File: src/rtl/shiftadd_pkg.sv
// Shared types and default widths for the shift-add accumulator slice.
package shiftadd_pkg;

    typedef enum logic [0:0] {
        ACCUM = 1'b0,
        HOLD  = 1'b1
    } acc_state_t;

    localparam int PROD_W_DEF = 8;
    localparam int ACC_W_DEF  = 12;

endpackage

File: src/rtl/shiftadd_accumulator_if.sv
// Product-in / group-result-out bundle between multiplier, accumulator and the next stage.
// Handshake: a transfer happens on a rising clk edge where valid and ready are both 1;
// the sender holds data stable while valid=1 and ready=0, and ready never depends on valid.
interface shiftadd_accumulator_if #(
    parameter int PROD_W = 8,
    parameter int ACC_W  = 12,
    parameter int CNT_W  = 5
);
    logic              in_valid;
    logic              in_ready;
    logic [PROD_W-1:0] in_product;
    logic              in_last;
    logic              out_valid;
    logic              out_ready;
    logic [ACC_W-1:0]  out_sum;
    logic [CNT_W-1:0]  out_count;
    logic              out_ovf;

    modport master (
        output in_valid, in_product, in_last, out_ready,
        input  in_ready, out_valid, out_sum, out_count, out_ovf
    );

    modport slave (
        input  in_valid, in_product, in_last, out_ready,
        output in_ready, out_valid, out_sum, out_count, out_ovf
    );
endinterface

File: src/rtl/shiftadd_acc_add.sv
// Accumulator adder: zero-extends the product, reports carry out of the top bit.
// Optional clamp to all-ones on carry when SHIFTADD_ACC_SAT_EN is defined.
module shiftadd_acc_add
    import shiftadd_pkg::*;
#(
    parameter int PROD_W = PROD_W_DEF,
    parameter int ACC_W  = ACC_W_DEF
) (
    input  logic [ACC_W-1:0]  acc_i,
    input  logic [PROD_W-1:0] prod_i,
    output logic [ACC_W-1:0]  sum_o,
    output logic              carry_o
);
    logic [ACC_W:0] raw;

    always_comb begin
        raw     = {1'b0, acc_i} + {{(ACC_W + 1 - PROD_W){1'b0}}, prod_i};
        carry_o = raw[ACC_W];
`ifdef SHIFTADD_ACC_SAT_EN
        // Once clamped, later non-zero adds carry again, so the clamp holds for the group.
        sum_o   = raw[ACC_W] ? {ACC_W{1'b1}} : raw[ACC_W-1:0];
`else
        sum_o   = raw[ACC_W-1:0];
`endif
    end
endmodule

File: src/rtl/shiftadd_accumulator.sv
// Group accumulator behind the 4x4 shift-add multiplier; closes on in_last or MAX_TERMS.
// Saturating accumulation is selected with SHIFTADD_ACC_SAT_EN (see shiftadd_acc_add).
module shiftadd_accumulator
    import shiftadd_pkg::*;
#(
    parameter int PROD_W    = PROD_W_DEF,
    parameter int ACC_W     = ACC_W_DEF,
    parameter int MAX_TERMS = 16
) (
    input  logic                   clk,
    input  logic                   rst,
    shiftadd_accumulator_if.slave  bus,
    output acc_state_t             state_o
);
    localparam int CNT_W = $clog2(MAX_TERMS + 1);
    localparam logic [CNT_W-1:0] LAST_IDX = CNT_W'(MAX_TERMS - 1);

    acc_state_t       state_q, state_d;
    logic [ACC_W-1:0] acc_q, acc_d;
    logic [CNT_W-1:0] cnt_q, cnt_d;
    logic             ovf_q, ovf_d;
    logic             in_ready_q;
    logic             out_valid_q;
    logic [ACC_W-1:0] out_sum_q, out_sum_d;
    logic [CNT_W-1:0] out_count_q, out_count_d;
    logic             out_ovf_q, out_ovf_d;

    logic [ACC_W-1:0] add_sum;
    logic             add_carry;
    logic             accept;

    shiftadd_acc_add #(
        .PROD_W (PROD_W),
        .ACC_W  (ACC_W)
    ) u_add (
        .acc_i   (acc_q),
        .prod_i  (bus.in_product),
        .sum_o   (add_sum),
        .carry_o (add_carry)
    );

    // in_ready_q is low for one cycle after reset, so gate acceptance on it as well.
    assign accept = bus.in_valid && in_ready_q && (state_q == ACCUM);

    always_comb begin
        state_d     = state_q;
        acc_d       = acc_q;
        cnt_d       = cnt_q;
        ovf_d       = ovf_q;
        out_sum_d   = out_sum_q;
        out_count_d = out_count_q;
        out_ovf_d   = out_ovf_q;
        case (state_q)
            ACCUM: begin
                if (accept) begin
                    acc_d = add_sum;
                    cnt_d = cnt_q + CNT_W'(1);
                    ovf_d = ovf_q | add_carry;
                    if (bus.in_last || (cnt_q == LAST_IDX)) begin
                        state_d     = HOLD;
                        out_sum_d   = add_sum;
                        out_count_d = cnt_q + CNT_W'(1);
                        out_ovf_d   = ovf_q | add_carry;
                    end
                end
            end
            HOLD: begin
                if (bus.out_ready) begin
                    state_d = ACCUM;
                    acc_d   = '0;
                    cnt_d   = '0;
                    ovf_d   = 1'b0;
                end
            end
            default: state_d = ACCUM;
        endcase
    end

    always_ff @(posedge clk) begin
        if (rst) begin
            state_q     <= ACCUM;
            acc_q       <= '0;
            cnt_q       <= '0;
            ovf_q       <= 1'b0;
            in_ready_q  <= 1'b0;
            out_valid_q <= 1'b0;
            out_sum_q   <= '0;
            out_count_q <= '0;
            out_ovf_q   <= 1'b0;
        end else begin
            state_q     <= state_d;
            acc_q       <= acc_d;
            cnt_q       <= cnt_d;
            ovf_q       <= ovf_d;
            in_ready_q  <= (state_d == ACCUM);
            out_valid_q <= (state_d == HOLD);
            out_sum_q   <= out_sum_d;
            out_count_q <= out_count_d;
            out_ovf_q   <= out_ovf_d;
        end
    end

    assign bus.in_ready  = in_ready_q;
    assign bus.out_valid = out_valid_q;
    assign bus.out_sum   = out_sum_q;
    assign bus.out_count = out_count_q;
    assign bus.out_ovf   = out_ovf_q;
    assign state_o       = state_q;
endmodule
File: src/flat_wrapper.sv
// flat-port wrapper written by rule: the top's interface ports become plain ports
module shiftadd_accumulator_flat import shiftadd_pkg::*;
#(
    parameter int PROD_W    = PROD_W_DEF,
    parameter int ACC_W     = ACC_W_DEF,
    parameter int MAX_TERMS = 16
)
  (clk, rst, state_o, bus_in_valid, bus_in_product, bus_in_last, bus_out_ready, bus_in_ready, bus_out_valid, bus_out_sum, bus_out_count, bus_out_ovf);
  shiftadd_accumulator_if #(.PROD_W(PROD_W), .ACC_W(ACC_W)) bus_i ();
  input  logic clk;
  input  logic rst;
  output acc_state_t state_o;
  input wire logic [$bits(bus_i.in_valid)-1:0] bus_in_valid;
  input wire logic [$bits(bus_i.in_product)-1:0] bus_in_product;
  input wire logic [$bits(bus_i.in_last)-1:0] bus_in_last;
  input wire logic [$bits(bus_i.out_ready)-1:0] bus_out_ready;
  output wire logic [$bits(bus_i.in_ready)-1:0] bus_in_ready;
  output wire logic [$bits(bus_i.out_valid)-1:0] bus_out_valid;
  output wire logic [$bits(bus_i.out_sum)-1:0] bus_out_sum;
  output wire logic [$bits(bus_i.out_count)-1:0] bus_out_count;
  output wire logic [$bits(bus_i.out_ovf)-1:0] bus_out_ovf;
  assign bus_i.in_valid = bus_in_valid;
  assign bus_i.in_product = bus_in_product;
  assign bus_i.in_last = bus_in_last;
  assign bus_i.out_ready = bus_out_ready;
  assign bus_in_ready = bus_i.in_ready;
  assign bus_out_valid = bus_i.out_valid;
  assign bus_out_sum = bus_i.out_sum;
  assign bus_out_count = bus_i.out_count;
  assign bus_out_ovf = bus_i.out_ovf;
  shiftadd_accumulator #(.PROD_W(PROD_W), .ACC_W(ACC_W), .MAX_TERMS(MAX_TERMS)) u_core (.clk(clk), .rst(rst), .bus(bus_i), .state_o(state_o));
endmodule
File: config.mk
export PLATFORM = sky130hd
export DESIGN_NAME = shiftadd_accumulator_flat
export DESIGN_NICKNAME = d
export VERILOG_FILES = /design/src/rtl/shiftadd_pkg.sv /design/src/rtl/shiftadd_accumulator_if.sv /design/src/rtl/shiftadd_acc_add.sv /design/src/rtl/shiftadd_accumulator.sv /design/src/flat_wrapper.sv
export SDC_FILE = /design/constraint.sdc
export NUM_CORES = 1
export LEC_CHECK = 0
export ABC_AREA = 1
export BUFFER_PORTS_ARGS = -buffer_cell sky130_fd_sc_hd__buf_4
export CORE_UTILIZATION = 55
export CTS_CLUSTER_DIAMETER = 150
export DETAILED_ROUTE_END_ITERATION = 16
export PLACE_DENSITY_LB_ADDON = 0.2
export SLEW_MARGIN = 20
export SYNTH_ARGS = -nofsm -noshare
export SYNTH_HDL_FRONTEND = slang
export SYNTH_SLANG_ARGS = --single-unit
File: constraint.sdc
create_clock -name clk -period 2.22 [get_ports clk]
set_input_delay 0 -clock clk [delete_from_list [all_inputs] [get_ports clk]]
set_output_delay 0 -clock clk [all_outputs]
set_load 0.005 [all_outputs]
==> flow_metrics.tcl, run 1 <==
set metrics [dict create \
    powerDensity_nw_per_um2 706 \
    required_ns 2.41 \
    clock_path_buffers 2 \
    drtAntennaViolNets 0 \
    crit_chain "ha_1 -> fa_1 -> nand3_1 -> nand2_1 -> nand2_1 -> nand2_2 -> nand3_2 -> o21ai_2 -> nor2_1 -> nor2_1" \
    postCtsSetupBuffers 0 \
    io-pin-count 34 \
    synth_area_um2 2020 \
    n_antenna_cell 0 \
    initialDrtViolationCount 89 \
    final_nets 343 \
    cpPeakStageDelay_ns 0.41 \
    setup_viol 0 \
    dr.pass1.iters 4 \
    arrival_ns 1.97 \
    cp.depth 10 \
    cts.sinks 38 \
    critPathKind "flop to flop" \
    setup-tns-final_ns 0 \
    grt_pass1_vias 1619 \
    p_int_mw 1.27 \
    clkTransAtPathRegs_ns 0.08 \
    antenna_found_initial 0 \
    htreeDepth 2 \
    peakVddDrop_mv 0.460 \
    maxSlewViolCount 0 \
    maxClockFrequency_mhz 565 \
    cts_hold_buf 0 \
    dp_cells 358 \
    p_sw_mw 0.437 \
    drv.max_cap_violation_count 0 \
    finalWeightedCongestion 0.916 \
    grt_use_total_pct 23.7 \
    hold_path_class "input port to flop" \
    rows 21 \
    synth_warnings 0 \
    whs_path_depth 4 \
    p_leak_nw 1.21 \
    area_growth_pct 19.3 \
    crit_family "simple AND/OR/NAND/NOR gates" \
    clk_latency_ns 0.30 \
    final_min_period_over_clock_period_pct 79.8 \
    dp_hpwl_um 2950 \
    drcViolationCount 0 \
    core-area_um2 3440 \
    drive_gt1_share_pct 19.7 \
    crit_path_end_kind "flop" \
    synth_fp_nets 311 \
    cts_made_buffers 5 \
    nFillCells 305 \
    finalCriticalPeriod_ns 1.77 \
    worstMarginPinSlew_ns 0.439 \
    layoutNonFillerInstCount 366 \
    ys_types 30 \
    synthCells 287 \
    die_h_um 62.7 \
    initial_utilization_pct 58.8 \
    slew_headroom_pct 70.7 \
    cts_resized 0 \
    portBuffers 33 \
    die_w_um 62.7 \
    wirelength_um 4220 \
    overflow 0 \
    crit_fanout 4 \
    r2r_cells 10 \
    synth-seq-cells 38 \
    rsz0062_at_grt "false" \
    crit_buf_inv 0 \
    syn_area_per_cell_um2 7.05 \
    outcome "finished, final reports clean" \
    p_comb_share_pct 15.0 \
    fin_skew_ns 0.00979 \
    clkPwrFrac_pct 42.0 \
    grt_max_degree 30 \
    vias 1820 \
    p_seq_share_pct 43.0 \
    cts_tree "yes" \
    swShare_pct 25.6 \
    hold_violations 0 \
    grt_pass1_wl_um 7180 \
    wire_per_inst_um 11.5 \
    route.detailed.vias_per_inst 4.97 \
    cp-start-kind "flop" \
    ys_seq_area_share_pct 37.6 \
    slowest_stage "fa_1" \
    die_area_um2 3930 \
    cts-root-buf "clkbuf_8" \
]
==> synthesized netlist by cell type <==
| cell | n | share of area (%) |
|---|---|---|
| nand2_1 | 77 | 14 |
| nor2_1 | 39 | 7.2 |
| dfxtp_1 | 38 | 38 |
| inv_1 | 33 | 6.1 |
| a21oi_1 | 18 | 4.5 |
| nand3_1 | 12 | 3.0 |
| o21ai_1 | 11 | 2.7 |
| ha_1 | 10 | 6.2 |
| xor2_1 | 7 | 3.0 |
| o21ai_0 | 6 | 1.5 |
| buf_4 | 4 | 1.5 |
| inv_2 | 4 | 0.74 |
| a21oi_2 | 3 | 1.3 |
| nand2_2 | 3 | 0.93 |
| nand3_2 | 3 | 1.5 |
| a211oi_2 | 2 | 1.2 |
| buf_1 | 2 | 0.37 |
| buf_2 | 2 | 0.49 |
| nand4_1 | 2 | 0.62 |
| a21o_1 | 1 | 0.37 |
| buf_6 | 1 | 0.56 |
| fa_1 | 1 | 0.99 |
| inv_4 | 1 | 0.31 |
| nand3b_1 | 1 | 0.37 |
| nor2_2 | 1 | 0.31 |
| nor2_4 | 1 | 0.56 |
| o21ai_2 | 1 | 0.43 |
| o21ai_4 | 1 | 0.80 |
| or2_1 | 1 | 0.31 |
| or2_2 | 1 | 0.31 |
==> worst paths after layout <==
kind	to	slack, ns	start
setup / recovery	u_core.bus.out_ovf$_SDFFE_PP0P_	0.45	u_core.acc_q[0]$_SDFFE_PP0P_
hold / removal	u_core.state_o$_SDFF_PP0_	0.04	bus_out_ready
setup reg to reg	u_core.bus.out_ovf$_SDFFE_PP0P_	0.45	u_core.acc_q[0]$_SDFFE_PP0P_
hold reg to reg	u_core.cnt_q[4]$_SDFFE_PP0P_	0.47	u_core.cnt_q[4]$_SDFFE_PP0P_
==> kinds of logic (layout without fill, tap and decap cells) <==
kind of cell               Yosys count  count (layout)  synth area share (%)
buffers and inverters               47              80                  10.1
adders and majority gates           11              11                  7.17
AOI/OAI and AO/OA                   43              43                  12.8
xor gates and xnor gates             7               7                  3.03
DFF                                 38              38                  37.6
and+or+nand+nor                    141             141                  29.4
==> sequential cells by signal, summed over array words and instances (netlist names) <==
signal                count
u_core.bus.in_ready       1
u_core.bus.out_sum       12
u_core.ovf_q              1
u_core.acc_q             12
u_core.state_o            1
u_core.bus.out_ovf        1
u_core.bus.out_count      5
u_core.cnt_q              5
==> layout make-up <==
type / count / area [µm²] / area share [%]
sequential: 38 / 761 / 31.5
clock buffer: 5 / 68.8 / 2.85
tap: 46 / 57.6 / 2.38
timing repair buffer: 34 / 255 / 10.6
inverter: 38 / 145 / 6.01
clock inverter: 3 / 68.8 / 2.85
multi-input combinational: 202 / 1060 / 43.9
==> layout by cell type (no fill, tap or decap), types with 3 or more instances in the layout <==
cell       n
a21oi_1   18
a21oi_2    3
buf_4     34
clkbuf_8   5
dfxtp_1   38
ha_1      10
inv_1     33
inv_2      4
nand2_1   77
nand2_2    3
nand3_1   12
nand3_2    3
nor2_1    39
o21ai_0    6
o21ai_1   11
xor2_1     7
==> power by group through the flow <==
stage / clock [mW] / combinational [mW] / sequential, mW
global placement: 0 / 0.253 / 0.749
global route: 0.750 / 0.286 / 0.738
detailed placement: 0 / 0.255 / 0.749
CTS: 0.720 / 0.256 / 0.734
floorplan: 0 / 0.174 / 0.748
finish: 0.716 / 0.256 / 0.733
==> metrics by stage <==
step / area (µm²) / hold WS, ns / utilization [%] / power, mW / setup slack (ns)
finish: 2420 / 0.0412 / 70.2 / 1.71 / 0.449
detailed placement: 2280 / 0.351 / 66.2 / 1.00 / 0.487
global placement: 2280 / 0.333 / 66.2 / 1.00 / 0.548
floorplan: 2020 / 0.225 / - / 0.923 / 0.622
global route: 2420 / 0.0577 / 70.2 / 1.77 / 0.280
CTS: 2420 / 0.0371 / 70.2 / 1.71 / 0.461
==> worst register-to-register path, delay by kind of cell (launching register included) <==
family	cells	cell delay, ns
compound gates	1	0.07
fa+ha+maj	2	0.63
flops	1	0.32
simple gates	7	0.64
==> per-layer routing <==
layer	GRT usage, %	vias up	wire length, µm
met5	0	-	0
met4	11.3	0	79
met3	5.84	7	197
met2	35.1	45	1850
met1	32.2	810	2090
li1	-	958	-
(Power assumes the default switching activity.)
==> run 2, diff against run 1 <==
--- a/config.mk
+++ b/config.mk
@@ -5,7 +5,7 @@
 export SDC_FILE = /design/constraint.sdc
 export NUM_CORES = 1
 export LEC_CHECK = 0
-export ABC_AREA = 1
+export ABC_AREA = 0
 export BUFFER_PORTS_ARGS = -buffer_cell sky130_fd_sc_hd__buf_4
 export CORE_UTILIZATION = 55
 export CTS_CLUSTER_DIAMETER = 150
==> constraint.sdc (replaced) <==
create_clock -name clk -period 1.77 [get_ports clk]
set_input_delay 0 -clock clk [delete_from_list [all_inputs] [get_ports clk]]
set_output_delay 0 -clock clk [all_outputs]
set_load 0.005 [all_outputs]
==> run 2 against run 1 <==
The run now ends with setup timing left. Clock skew fell by 0.0026 ns. Non-clock buffer count rose by 47. Register-to-register slack lost 0.67 ns. Final area rose by 22%. Sequential cell count stayed put. Clock power is 9.9% higher. Critical path depth is 2 lower. Synthesized area down 1.9%. Critical endpoint is now u_core.acc_q[8]$_SDFFE_PP0P_. Largest power group unchanged.
==> flow_metrics.tcl, run 2 <==
set metrics [dict create \
    outcome "finished, violations left" \
    violations "setup timing" \
    r2r-end "u_core.acc_q[8]$_SDFFE_PP0P_" \
    cts_made_buffers 5 \
    overflow 0 \
    initialDrtViolationCount 183 \
    cts-root-buf "clkbuf_4" \
    hold_violations 0 \
    ys_seq_area_share_pct 38.3 \
    crit_fanout 4 \
    core-area_um2 3390 \
    n_antenna_cell 0 \
    grt_max_degree 50 \
    synth_top_area_share_pct 38.3 \
    ys_top_cells_by_area "dfxtp_1 (38%), a21oi_1 (6.5%), ha_1 (6.3%), nand3_1 (5.0%), nor2_1 (4.2%)" \
    slowest_stage "fa_2" \
    yosys.area.top_type "dfxtp_1" \
    dr.pass1.iters 5 \
    setup_slack_ns -0.222 \
    syn_area_per_cell_um2 8.31 \
    clk_latency_ns 0.36 \
    powerDensity_nw_per_um2 737 \
    rrSetupSlack_ns -0.22 \
    rows 21 \
    cts.sinks 38 \
    dpl_worst_slack_ns -0.200 \
    cts_tree "yes" \
    drv.max_cap_violation_count 0 \
    mostFrequentLayoutCells "buf_4 (73), dfxtp_1 (32), nand2_1 (20), nor2_1 (20), a21oi_1 (19)" \
    maxClockFrequency_mhz 502 \
    finalCriticalPeriod_ns 1.99 \
    die_area_um2 3860 \
    arrival_ns 2.27 \
    finalWeightedCongestion 0.820 \
    dp_cells 336 \
    drive_gt1_share_pct 41.9 \
    hold_slack_ns 0.0375 \
    wire_per_inst_um 18.1 \
    worstMarginPinSlew_ns 0.552 \
    r2r_cells 8 \
    hold_path_class "input port to flop" \
    grt_pass1_wl_um 9070 \
    yosysMostFrequentCell "dfxtp_1" \
    final_min_period_over_clock_period_pct 113 \
    drtAntennaViolNets 0 \
    synth_common_cells "dfxtp_1 (38), a21oi_1 (26), nor2_1 (22)" \
    synthCells 239 \
    finish.utilization_pct 87.1 \
    rsz0062_at_grt "true" \
    synth-edff-count 0 \
    nFillCells 179 \
    initial_utilization_pct 58.6 \
    maxSlewViolCount 0 \
    cpPeakStageDelay_ns 0.38 \
    grt_use_total_pct 29.4 \
    area_growth_pct 48.6 \
    synth_warnings 0 \
    whs_path_depth 4 \
    clkTransAtPathRegs_ns 0.12 \
    hold_end "u_core.bus.out_sum[0]$_SDFFE_PP0P_" \
    fin_skew_ns 0.00721 \
    synth_top_flop_cell "dfxtp_1" \
    route.detailed.vias_per_inst 6.28 \
    clock_path_buffers 2 \
    required_ns 2.05 \
    p_leak_nw 1.20 \
    synth-seq-cells 38 \
    crit_path_end_kind "flop" \
    vias 2253 \
    die_w_um 62.1 \
    cp-start-kind "flop" \
    layout_commonest_cell "buf_4" \
    dp_hpwl_um 3570 \
    htreeDepth 2 \
    portBuffers 33 \
    setup_viol 18 \
    slew_headroom_pct 63.1 \
    drcViolationCount 0 \
    antenna_found_initial 0 \
    worstHoldStart "bus_in_product[0]" \
    io-pin-count 34 \
    wirelength_um 6500 \
    crit_chain "ha_4 -> fa_2 -> a211oi_4 -> nor4_4 -> nor3_1 -> buf_4 -> a21oi_1 -> o31ai_1" \
    synthArstFlopShare_pct 0 \
    die_h_um 62.1 \
    critPathKind "flop to flop" \
    ys_types 41 \
    layoutNonFillerInstCount 359 \
    synth_area_um2 1990 \
    grt_pass1_vias 2028 \
    p_total_mw 2.18 \
    reg2reg_from "u_core.acc_q[0]$_SDFFE_PP0P_" \
    synth_fp_nets 263 \
    peakVddDrop_mv 0.751 \
    final_nets 336 \
]
run 2: worst max path at each step:
| stage | to | start | slack (ns) |
|---|---|---|---|
| 2_1_floorplan | u_core.bus.out_sum[10]$_SDFFE_PP0P_ | u_core.acc_q[0]$_SDFFE_PP0P_ | -0.11 |
| 3_3_place_gp | u_core.bus.out_sum[10]$_SDFFE_PP0P_ | u_core.acc_q[0]$_SDFFE_PP0P_ | -0.15 |
| 3_5_place_dp | u_core.acc_q[6]$_SDFFE_PP0P_ | u_core.acc_q[0]$_SDFFE_PP0P_ | -0.20 |
| 4_1_cts | u_core.bus.out_sum[8]$_SDFFE_PP0P_ | u_core.acc_q[6]$_SDFFE_PP0P_ | -0.17 |
| 5_1_grt | u_core.acc_q[8]$_SDFFE_PP0P_ | u_core.acc_q[0]$_SDFFE_PP0P_ | -0.31 |
| 6_report | u_core.acc_q[8]$_SDFFE_PP0P_ | u_core.acc_q[0]$_SDFFE_PP0P_ | -0.22 |
run 2: critical path: cells and delay by family (launching register included):
kind                       cells  cell delay (ns)
DFF                            1             0.36
AOI/OAI and AO/OA              3             0.55
buffers and inverters          1             0.17
adders and majority gates      2             0.54
and+or+nand+nor                2             0.28
run 2: power breakdown:
group	switching, mW	internal (mW)	total, mW
Combinational	0.244	0.228	0.472
Clock	0.309	0.478	0.787
Sequential	0.0269	0.891	0.917
run 2: kinds of logic after synthesis:
logic type	after synthesis	synth area share (%)
adder cells (fa/ha/maj)	11	7.30
flip-flops	38	38.3
XOR/XNOR	6	2.64
AO/OA/AOI/OAI	62	19.8
buffers and inverters	18	3.84
AND/OR/NAND/NOR	104	28.1
run 2: metrics by stage:
stage | setup TNS, ns | area [µm²]
final | -2.49 | 2950
after detailed placement | -1.58 | 2520
after CTS | -1.27 | 2740
after global routing | -3.53 | 2950
after floorplan | -0.183 | 2040
after global placement | -1.08 | 2520
run 2: layout make-up:
| cell class | instances | area [µm²] | area share [%] |
|---|---|---|---|
| inverters | 3 | 11.3 | 0.381 |
| multi-input cells | 183 | 1370 | 46.2 |
| clock buffers | 6 | 51.3 | 1.74 |
| repair buffers | 81 | 637 | 21.6 |
| flip-flops and latches | 38 | 771 | 26.1 |
| well taps | 46 | 57.6 | 1.95 |
| clock inverters | 2 | 60.1 | 2.03 |
run 2: repair_timing:
item	in CTS	in global routing
pin swaps	12	22
setup endpoints to repair	14	20
hold endpoints to repair	1	0
gates resized for setup	17	32
hold buffers	1	0
buffers inserted	5	11
run 2: layer usage:
metal	up-vias	track usage (%)	share of wire (%)
met5	-	0	0
met4	0	13.1	2.6
met3	30	5.88	6.7
met2	130	49.5	50
met1	1072	36.2	41
li1	1021	-	-
==> run 3, diff against run 2 <==
--- a/config.mk
+++ b/config.mk
@@ -15,3 +15,4 @@
 export SYNTH_ARGS = -nofsm -noshare
 export SYNTH_HDL_FRONTEND = slang
 export SYNTH_SLANG_ARGS = --single-unit
+export TNS_END_PERCENT = 30
==> run 3 against run 2 <==
The flow still finishes with violations (setup timing). Non-clock buffer count decreased by 14. Sequential power hardly changed. Maximum frequency increased by 1.5%. Sequential cell count unchanged. Critical endpoint is now u_core.bus.out_sum[10]$_SDFFE_PP0P_. Highest routed layer unchanged.
==> flow_metrics.tcl, run 3 (synthesis results as in run 2) <==
set metrics [dict create \
    initialDrtViolationCount 125 \
    maxClockFrequency_mhz 510 \
    portBuffers 33 \
    dp_hpwl_um 3460 \
    finish.instance_area_um2 2680 \
    clock_path_buffers 2 \
    slowest_stage "fa_2" \
    powerDensity_nw_per_um2 660 \
    grt_use_total_pct 27.4 \
    peakVddDrop_mv 0.482 \
    cpPeakStageDelay_ns 0.36 \
    initial_utilization_pct 58.6 \
    crit_chain "ha_4 -> fa_2 -> a211oi_4 -> nor4_4 -> o311ai_2 -> xor2_1 -> a211oi_1" \
    finish.utilization_pct 79.0 \
    multi_input_area_um2 1290 \
    drcViolationCount 0 \
    worstMarginPinSlew_ns 0.508 \
    final_min_period_over_clock_period_pct 111 \
    die_area_um2 3860 \
    setup_viol 16 \
    required_ns 2.05 \
    drive_gt1_share_pct 34.2 \
    wirelength_um 5130 \
    n_antenna_cell 0 \
    finalCriticalPeriod_ns 1.96 \
    mostFrequentLayoutCells "buf_4 (65), dfxtp_1 (35), nor2_1 (22), a21oi_1 (21), nand2_1 (20)" \
    grt_max_degree 50 \
    htreeDepth 2 \
    clk_latency_ns 0.35 \
    route.detailed.vias_per_inst 5.87 \
    vias 2020 \
    antenna_found_initial 0 \
    cts.sinks 38 \
    rows 21 \
    io-pin-count 34 \
    hold_violations 0 \
    outcome "finished, violations left" \
    grt_pass1_vias 1868 \
    hold_path_class "input port to flop" \
    die_w_um 62.1 \
    cts-root-buf "clkbuf_4" \
    layout_commonest_cell "buf_4" \
    dpl_worst_slack_ns -0.168 \
    cts_made_buffers 5 \
    rsz0062_at_grt "true" \
    dr.pass1.iters 4 \
    slew_headroom_pct 66.1 \
    placed_cell_area_um2 2500 \
    arrival_ns 2.24 \
    final_nets 322 \
    crit_path_end_kind "flop" \
    finalWeightedCongestion 0.932 \
    violations "setup timing" \
    drtAntennaViolNets 0 \
    setup_slack_ns -0.193 \
    wire_per_inst_um 14.9 \
    core-area_um2 3390 \
    area_growth_pct 34.8 \
    cts_tree "yes" \
    p_leak_nw 1.09 \
    critPathKind "flop to flop" \
    maxSlewViolCount 0 \
    overflow 0 \
    cp-start-kind "flop" \
    crit_fanout 3 \
    clkTransAtPathRegs_ns 0.11 \
    fin_skew_ns 0.00384 \
    regArea_um2 764 \
    nFillCells 236 \
    grt_pass1_wl_um 8480 \
    die_h_um 62.1 \
    drv.max_cap_violation_count 0 \
]
-- run 3: stage by stage --
stage	hold WS, ns	setup TNS, ns	cells	power [mW]
2_1_floorplan	0.197	-0.294	239	1.12
3_3_place_gp	0.310	-1.04	336	1.28
3_5_place_dp	0.318	-1.37	336	1.29
4_1_cts	0.0402	-1.18	344	1.73
5_1_grt	0.0471	-2.89	344	1.86
6_report	0.0522	-1.48	344	1.77
-- run 3: what timing repair did --
item                                    CTS  global route
hold buffers                              1             0
endpoints found under the hold margin     1             0
endpoints found under the setup margin   16            18
gates resized for setup                   8            19
buffers inserted                          0             0
pin swaps                                 5             8
-- run 3: cell type report --
cell class,count,share of cell area [%]
clock buffers,5,1.40
clock inverters,2,0.374
inverters,3,0.420
multi-input cells,183,48.1
flip-flops and latches,38,28.5
well taps,46,2.15
repair buffers,67,19.0
-- run 3: worst paths after layout --
check,startpoint,to,slack (ns),cells past startpoint
max,u_core.acc_q[0]$_SDFFE_PP0P_,u_core.bus.out_sum[10]$_SDFFE_PP0P_,-0.19,7
min,bus_in_product[0],u_core.acc_q[0]$_SDFFE_PP0P_,0.05,4
max reg2reg,u_core.acc_q[0]$_SDFFE_PP0P_,u_core.bus.out_sum[10]$_SDFFE_PP0P_,-0.19,7
min reg2reg,u_core.bus.out_sum[1]$_SDFFE_PP0P_,u_core.bus.out_sum[1]$_SDFFE_PP0P_,0.47,2
-- run 3: critical path, delay by kind of cell, from the launching register on --
| family | cells | cell delay [ns] |
|---|---|---|
| simple gates | 1 | 0.09 |
| flops | 1 | 0.35 |
| xor+xnor | 1 | 0.11 |
| fa+ha+maj | 2 | 0.52 |
| compound gates | 3 | 0.81 |
-- run 3: routing by layer --
metal	vias to the layer above	GRT usage (%)	share of wire, %
met5	-	0	0
met4	0	10.8	2.2
li1	1000	-	-
met1	943	36.2	45
met3	10	6.80	6.1
met2	67	43.0	46
-- run 3: power by group --
part	switching [mW]	leakage, nW	internal, mW
clock	0.294	0.0308	0.143
combinational	0.208	0.748	0.207
sequential	0.0254	0.310	0.890
